==> config.mk <==
export PLATFORM = sky130hd
export DESIGN_NAME = pipe_mem_arbiter
export DESIGN_NICKNAME = d
export VERILOG_FILES = /design/src/rtl/pipe_mem_arbiter.sv
export SDC_FILE = /design/constraint.sdc
export NUM_CORES = 1
export LEC_CHECK = 0
export CAP_MARGIN = 10
export CORE_ASPECT_RATIO = 0.75
export CORE_UTILIZATION = 42
export CTS_CLUSTER_DIAMETER = 200
export CTS_CLUSTER_SIZE = 20
export DETAILED_ROUTE_END_ITERATION = 12
export GPL_TIMING_DRIVEN = 0
export PLACE_DENSITY = 0.85
export SLEW_MARGIN = 0
export SYNTH_ARGS = -nofsm -noshare
export SYNTH_HDL_FRONTEND = slang
export SYNTH_SLANG_ARGS = --single-unit
==> constraint.sdc <==
create_clock -name clock -period 2.7 [get_ports clock]
set_input_delay 0.405 -clock clock [delete_from_list [all_inputs] [get_ports clock]]
set_output_delay 0.405 -clock clock [all_outputs]
set_load 0.03 [all_outputs]
==> src/rtl/pipe_mem_arbiter.sv <==
// pipe_mem_arbiter
// Shares one single-ported, fixed-latency memory between instruction fetch (IF)
// and load/store (DM). DM wins ties unless fetch has been passed over STARVE_MAX
// times in a row. Each transaction walks IDLE -> ISSUE -> WAIT -> RESP -> IDLE.
// Ready and read data are registered and appear in the IDLE cycle after RESP.
module pipe_mem_arbiter #(
   parameter int AW         = 32,
   parameter int DW         = 32,
   parameter int MEM_LAT    = 2,
   parameter int STARVE_MAX = 4
) (
   input  logic          clock,
   input  logic          reset,
   input  logic          if_req,
   input  logic [AW-1:0] if_addr,
   output logic [DW-1:0] if_rdata,
   output logic          if_ready,
   input  logic          dm_req,
   input  logic          dm_we,
   input  logic [AW-1:0] dm_addr,
   input  logic [DW-1:0] dm_wdata,
   output logic [DW-1:0] dm_rdata,
   output logic          dm_ready,
   output logic          mem_en,
   output logic          mem_we,
   output logic [AW-1:0] mem_addr,
   output logic [DW-1:0] mem_wdata,
   input  logic [DW-1:0] mem_rdata,
   output logic          stall_if,
   output logic          stall_mem,
   output logic          busy
);

   localparam logic [1:0] IDLE  = 2'd0;
   localparam logic [1:0] ISSUE = 2'd1;
   localparam logic [1:0] WAIT  = 2'd2;
   localparam logic [1:0] RESP  = 2'd3;

   localparam logic OWN_IF = 1'b0;
   localparam logic OWN_DM = 1'b1;

   // cnt only ever holds MEM_LAT-1 down to 1; streak holds 0..STARVE_MAX
   localparam int CW = (MEM_LAT > 1) ? $clog2(MEM_LAT) : 1;
   localparam int SW = $clog2(STARVE_MAX + 1);

   logic [1:0]    state;
   logic [CW-1:0] cnt;
   logic [SW-1:0] streak;
   logic          owner;
   logic [AW-1:0] lat_addr;
   logic          lat_we;
   logic [DW-1:0] lat_wdata;

   logic if_elig;
   logic dm_elig;
   logic grant_dm;
   logic grant_if;

   // Arbitration: a port whose ready is pulsing is masked so a held request is
   // not granted twice; DM wins ties until fetch has been starved too long
   always_comb begin
      if_elig  = if_req & ~if_ready;
      dm_elig  = dm_req & ~dm_ready;
      grant_dm = dm_elig & (~if_elig | (streak != SW'(STARVE_MAX)));
      grant_if = if_elig & ~grant_dm;
   end

   // Transaction sequencer: latches the winner's request, strobes the memory,
   // waits out the latency and returns read data plus a one-cycle ready
   always_ff @(posedge clock) begin
      if (reset) begin
         state     <= IDLE;
         cnt       <= '0;
         streak    <= '0;
         owner     <= OWN_IF;
         lat_addr  <= '0;
         lat_we    <= 1'b0;
         lat_wdata <= '0;
         if_ready  <= 1'b0;
         dm_ready  <= 1'b0;
         if_rdata  <= '0;
         dm_rdata  <= '0;
      end else begin
         if_ready <= 1'b0;
         dm_ready <= 1'b0;
         case (state)
            IDLE: begin
               if (grant_dm) begin
                  owner     <= OWN_DM;
                  lat_addr  <= dm_addr;
                  lat_we    <= dm_we;
                  lat_wdata <= dm_wdata;
                  state     <= ISSUE;
                  if (!if_req)
                     streak <= '0;
                  else if (streak != SW'(STARVE_MAX))
                     streak <= streak + SW'(1);
               end else if (grant_if) begin
                  owner     <= OWN_IF;
                  lat_addr  <= if_addr;
                  lat_we    <= 1'b0;
                  lat_wdata <= '0;
                  state     <= ISSUE;
                  streak    <= '0;
               end
            end
            ISSUE: begin
               cnt   <= CW'(MEM_LAT - 1);
               state <= (MEM_LAT == 1) ? RESP : WAIT;
            end
            WAIT: begin
               cnt <= cnt - CW'(1);
               if (cnt == CW'(1))
                  state <= RESP;
            end
            RESP: begin
               if (owner == OWN_DM) begin
                  dm_ready <= 1'b1;
                  if (!lat_we)
                     dm_rdata <= mem_rdata;
               end else begin
                  if_ready <= 1'b1;
                  if_rdata <= mem_rdata;
               end
               state <= IDLE;
            end
            default: state <= IDLE;
         endcase
      end
   end

   assign mem_en    = (state == ISSUE);
   assign mem_we    = mem_en & lat_we;
   assign mem_addr  = lat_addr;
   assign mem_wdata = lat_wdata;
   assign stall_if  = if_req & ~if_ready;
   assign stall_mem = dm_req & ~dm_ready;
   assign busy      = (state != IDLE);

endmodule

* After elaboration in Yosys (flattened, before gate mapping)
Index checks and enable logic that the tools add are counted.
Operators by class: reductions and logical operators 10, $add $sub $neg 2, equal/unequal tests 7, multiplexer cells 18, bitwise logic cells 13
Operators with widths (number):
- 2-to-1 mux 32 bit | 4
- 2-to-1 mux 3 bit | 4
- one-hot mux 2 bit (4 select lines) | 1
- NOT 1 bit | 7
- 2-to-1 mux 2 bit | 3
- inequality test 3 bit, second input constant | 2
- AND reduction 2 bit | 3
- AND reduction 3 bit | 2
- nonzero test 2 bit | 3
- AND 1 bit | 5
- 2-to-1 mux 1 bit | 5
- == test 2 bit, second input constant | 2
- adder 3 x 1 -> 3 bit, second input constant | 1
- inequality test 3 x 2 -> 1 bit, second input constant | 1
- == test 2 x 1 -> 1 bit, second input constant | 1
- logical NOT 2 bit | 1
- inequality test 2 bit, second input constant | 1
- one-hot mux 1 bit (2 select lines) | 1
- OR reduction 2 bit | 1
- OR 1 bit | 1
- subtractor 1 bit, second input constant | 1
Storage, ports and cells: word-level logic and storage cells 61, output and inout port bits 135, bits of input ports 133, bits in registers 138

* Depth between registers and ports, before layout
word-level depth 10, gate-level depth with buffers 7, gate-level depth less buffers 6

* Worst setup path before layout
Ideal clock, no wire load.
path type reg-to-reg, start point register if_ready, end point register lat_addr[10] (netlist: mem_addr[10]), cell stages (with the launch flop) 7, arrival 1568 ps, clock period less this slack 1659 ps, library setup time 91 ps, buffers on the path 1, required time 2609 ps, slack 1041 ps, cell sequence dfxtp_1 -> nand2b_4 -> inv_2 -> a31oi_4 -> buf_6 -> nand2_1 -> a311oi_1
Between the ends: word-level cells in the longest chain between the ends 9, elaborated cells on any way between the ends 10, classes of those cells 1 x mux; 7 x bitwise; 2 x reduce/logical
Ends and longest elaborated chain:
- start, declared | RTL line 17 | output logic if_ready,
- start signal, assigned | RTL line 79 | if_ready <= 1'b0;
- start signal, assigned | RTL line 84 | if_ready <= 1'b0;
- start signal, assigned | RTL line 122 | if_ready <= 1'b1;
- NOT 1 bit *
- AND 1 bit *
- named net stall_if | RTL line 29 | output logic stall_if,
- NOT 1 bit | RTL line 64 | grant_dm = dm_elig & (~if_elig | (streak != SW'(STARVE_MAX)));
- OR 1 bit | RTL line 64
- AND 1 bit | RTL line 64
- NOT 1 bit | RTL line 65 | grant_if = if_elig & ~grant_dm;
- AND 1 bit | RTL line 65
- nonzero test 2 bit (no source line)
- AND reduction 2 bit (no source line)
- end signal, assigned | RTL line 90 | lat_addr <= dm_addr;
- end signal, assigned | RTL line 100 | lat_addr <= if_addr;
- end, declared | RTL line 50 | logic [AW-1:0] lat_addr;
Mark *: on every way through the listed nets, which the timed path passes. The rest lies on a longest branch. A chain may end at the register's enable or synchronous reset.

* Worst setup path after layout
start point register state[0], end point output port busy
Between the ends: word-level cells in the longest chain between the ends 1
Ends and longest elaborated chain:
- start, declared | RTL line 46 | logic [1:0] state;
- start signal, assigned | RTL line 109 | state <= (MEM_LAT == 1) ? RESP : WAIT;
- nonzero test 2 bit | RTL line 138 | assign busy = (state != IDLE);
- end, declared | RTL line 31 | output logic busy
Every way passes these cells.

==> impl_metrics.tcl <==
set metrics [dict create \
    status "finished clean" \
    initial_core_util_pct 43.6 \
    clk_latency_ns 0.41 \
    dominant_combinational_cell_family_by_area_after_synthesis "simple AND/OR/NAND/NOR gates" \
    timing.critical_path.slowest_stage_cell "sky130_fd_sc_hd__clkdlybuf4s50_1" \
    die_h_um 97.5 \
    synthXorXnorAreaFrac_pct 0 \
    antenna_violating_nets_post_route 0 \
    grt.total_usage_pct 26.6 \
    dr.pass1.iters 4 \
    postSynth.topFlopCell "sky130_fd_sc_hd__dfxtp_1" \
    final.min_clock_period_ns 2.46 \
    synthesis.instances 593 \
    setup_violations_final 0 \
    grt_remaining_overflow 0 \
    floorplan.die.width_um 129 \
    die_area_um2 12600 \
    timing.clock.skew_ns 0.0119 \
    worst_path_most_repeated_cell "sky130_fd_sc_hd__inv_1" \
    worst_ep_required_time_ns 2.30 \
    area_growth_syn_to_layout_pct 68.6 \
    wl_per_cell_um 15.6 \
    hold_path_class "reg -> reg" \
    synth-edff-count 0 \
    postSynthRegisterBits 138 \
    cap_violations 0 \
    post_cts_buffers 0 \
    setup_tns_ns 0 \
    ys_warn_count 0 \
    core_area_um2 11700 \
    synth_adder_area_share_pct 1.47 \
    final_cell_count_no_fill 1053 \
    grt_antenna_before_repair 0 \
    grt_max_degree 17 \
    timing.final.crit_share_pct 91.2 \
    most-common-layout-cells "266 x sky130_fd_sc_hd__clkdlybuf4s50_1, 196 x sky130_fd_sc_hd__nand2_1, 138 x sky130_fd_sc_hd__dfxtp_1" \
    dp.cells 1021 \
    netlist-cell-type-count 34 \
    rows 34 \
    drc_errors 0 \
    setup.worst_path.class "reg -> out" \
    grt_first_pass_wirelength_um 25700 \
    io-pin-count 268 \
    compound_gate_fraction_of_synth_area_pct 19.4 \
    dr.first_iter.drc_count 237 \
    mostFrequentLayoutCell "sky130_fd_sc_hd__clkdlybuf4s50_1" \
    hold_viol 0 \
    ir_drop_v 0.000542 \
    worst_margin_pin_slew_ns 0.542 \
    num_vias 5196 \
    cts_tree "yes" \
    synth_sequential_area_ratio_pct 54.1 \
    cpPeakStageDelay_ns 0.76 \
    postSynth.asyncResetShare_pct 0 \
    critical_path_peak_fanout 5 \
    synth.area.mux_share_pct 0.392 \
    cts_root_cell "sky130_fd_sc_hd__clkbuf_16" \
    timing.fmax_mhz 406 \
    worst_setup_path_end_kind "primary output" \
    cts.reportedPaths.clkPinSlew_ns 0.06 \
    number_of_clock_buffers_inserted_by_tritoncts 17 \
    cts_hold_repair.buffers 0 \
    power.leakage_uw 0.00316 \
    clock_sink_count 138 \
    mappedNetlistNets 732 \
    cts_resized 0 \
    first_global_vias 5081 \
    maxSlewViolCount 0 \
    critical_path.cell_chain "inv_1 -> ha_1 -> inv_1 -> clkdlybuf4s50_1" \
    dp_hpwl_um 12100 \
    timing.critical_path.from_type "flop" \
    h-tree-depth 4 \
    layout-drive-gt1-share_pct 6.51 \
    layout.nets 1017 \
    power_density_nw_per_um2 865 \
    gpl.final_weighted_congestion 0.809 \
    viasPerCell 4.93 \
    arrival_time_worst_endpoint_ns 2.06 \
    synthSimpleGateAreaFrac_pct 19.7 \
    routed_wl_um 16400 \
    unrepaired_setup_endpoints_after_global_routing "no" \
    port_buffers 266 \
    syn_avg_cell_area_um2 8.60 \
    n_antenna_cell 0 \
    timing.slew.headroom_pct 63.8 \
    netlist_area_um2 5100 \
    cts_buffer_depth 2 \
]
power breakdown:
group          total, uW  internal (uW)  switching (uW)  leakage, uW
logic               2440           1020            1420      0.00174
clock network       2470           1570             895     0.000295
registers           2530           2360             172      0.00113
metrics by stage:
stage / power, uW / hold slack, ns / cell area (um^2) / utilization, % / setup WS, ns
5_1_grt: 7790 / 0.477 / 8600 / 73.5 / 0.0929
3_5_place_dp: 5010 / 0.446 / 7970 / 68.1 / 0.441
3_3_place_gp: 4970 / 0.441 / 7970 / 68.1 / 0.461
6_report: 7440 / 0.452 / 8600 / 73.5 / 0.238
2_1_floorplan: 3940 / 0.467 / 5100 / - / 1.04
4_1_cts: 7500 / 0.454 / 8600 / 73.5 / 0.195
critical path, delay by kind of cell, from the launching register on:
| family | cells | cell delay [ns] |
|---|---|---|
| fa+ha+maj | 1 | 0.26 |
| buf+inv | 3 | 1.02 |
| flops | 1 | 0.38 |
synthesized netlist by cell type, types with 2 or more instances:
library cell,n,area (um^2)
sky130_fd_sc_hd__nand2b_4,2,27.5
sky130_fd_sc_hd__a22o_1,34,298
sky130_fd_sc_hd__a311oi_1,32,280
sky130_fd_sc_hd__nor2b_1,2,12.5
sky130_fd_sc_hd__dfxtp_1,138,2760
sky130_fd_sc_hd__mux2i_1,2,20.0
sky130_fd_sc_hd__nand2_1,196,736
sky130_fd_sc_hd__buf_6,3,33.8
sky130_fd_sc_hd__a21oi_1,66,330
sky130_fd_sc_hd__clkbuf_1,28,105
sky130_fd_sc_hd__buf_2,13,65.1
sky130_fd_sc_hd__nor2_1,41,154
sky130_fd_sc_hd__nand2b_1,4,25.0
sky130_fd_sc_hd__ha_1,6,75.1
sky130_fd_sc_hd__inv_1,7,26.3
sequential cells by signal, summed over array words and instances, names as in the netlist:
| register | cells |
|---|---|
| state | 2 |
| if_ready | 1 |
| lat_we | 1 |
| if_rdata | 32 |
| mem_addr | 32 |
| cnt | 1 |
| streak | 3 |
| mem_wdata | 32 |
| dm_ready | 1 |
| owner | 1 |
| dm_rdata | 32 |
cell type report:
cell class / count / area, um^2
fill: 888 / 3100
inverter: 8 / 30.0
tap: 162 / 203
multi-input combinational: 401 / 2090
clock inverter: 14 / 194
clock buffer: 18 / 439
timing repair buffer: 266 / 2660
sequential: 138 / 2760
buffer: 46 / 215
layer usage:
| metal | GRT usage, % | vias up | part of all wire (%) |
|---|---|---|---|
| met5 | 0 | - | 0 |
| met4 | 9.23 | 0 | 1.9 |
| met3 | 10.9 | 24 | 9.1 |
| met2 | 44.0 | 194 | 48 |
| met1 | 30.8 | 2396 | 41 |
| li1 | - | 2582 | - |
final timing paths:
path / start / endpoint / slack (ns) / cells past startpoint
setup / recovery: state[0] / busy / 0.24 / 4
hold / removal: dm_rdata[28] / dm_rdata[28] / 0.45 / 2
setup reg to reg: state[0] / mem_wdata[6] / 0.73 / 7
hold reg to reg: dm_rdata[28] / dm_rdata[28] / 0.45 / 2
kinds of logic after synthesis:
family	after synthesis
simple gates	253
fa+ha+maj	6
buf+inv	54
compound gates	140
flops	138
mux	2
(Power assumes the default switching activity.)
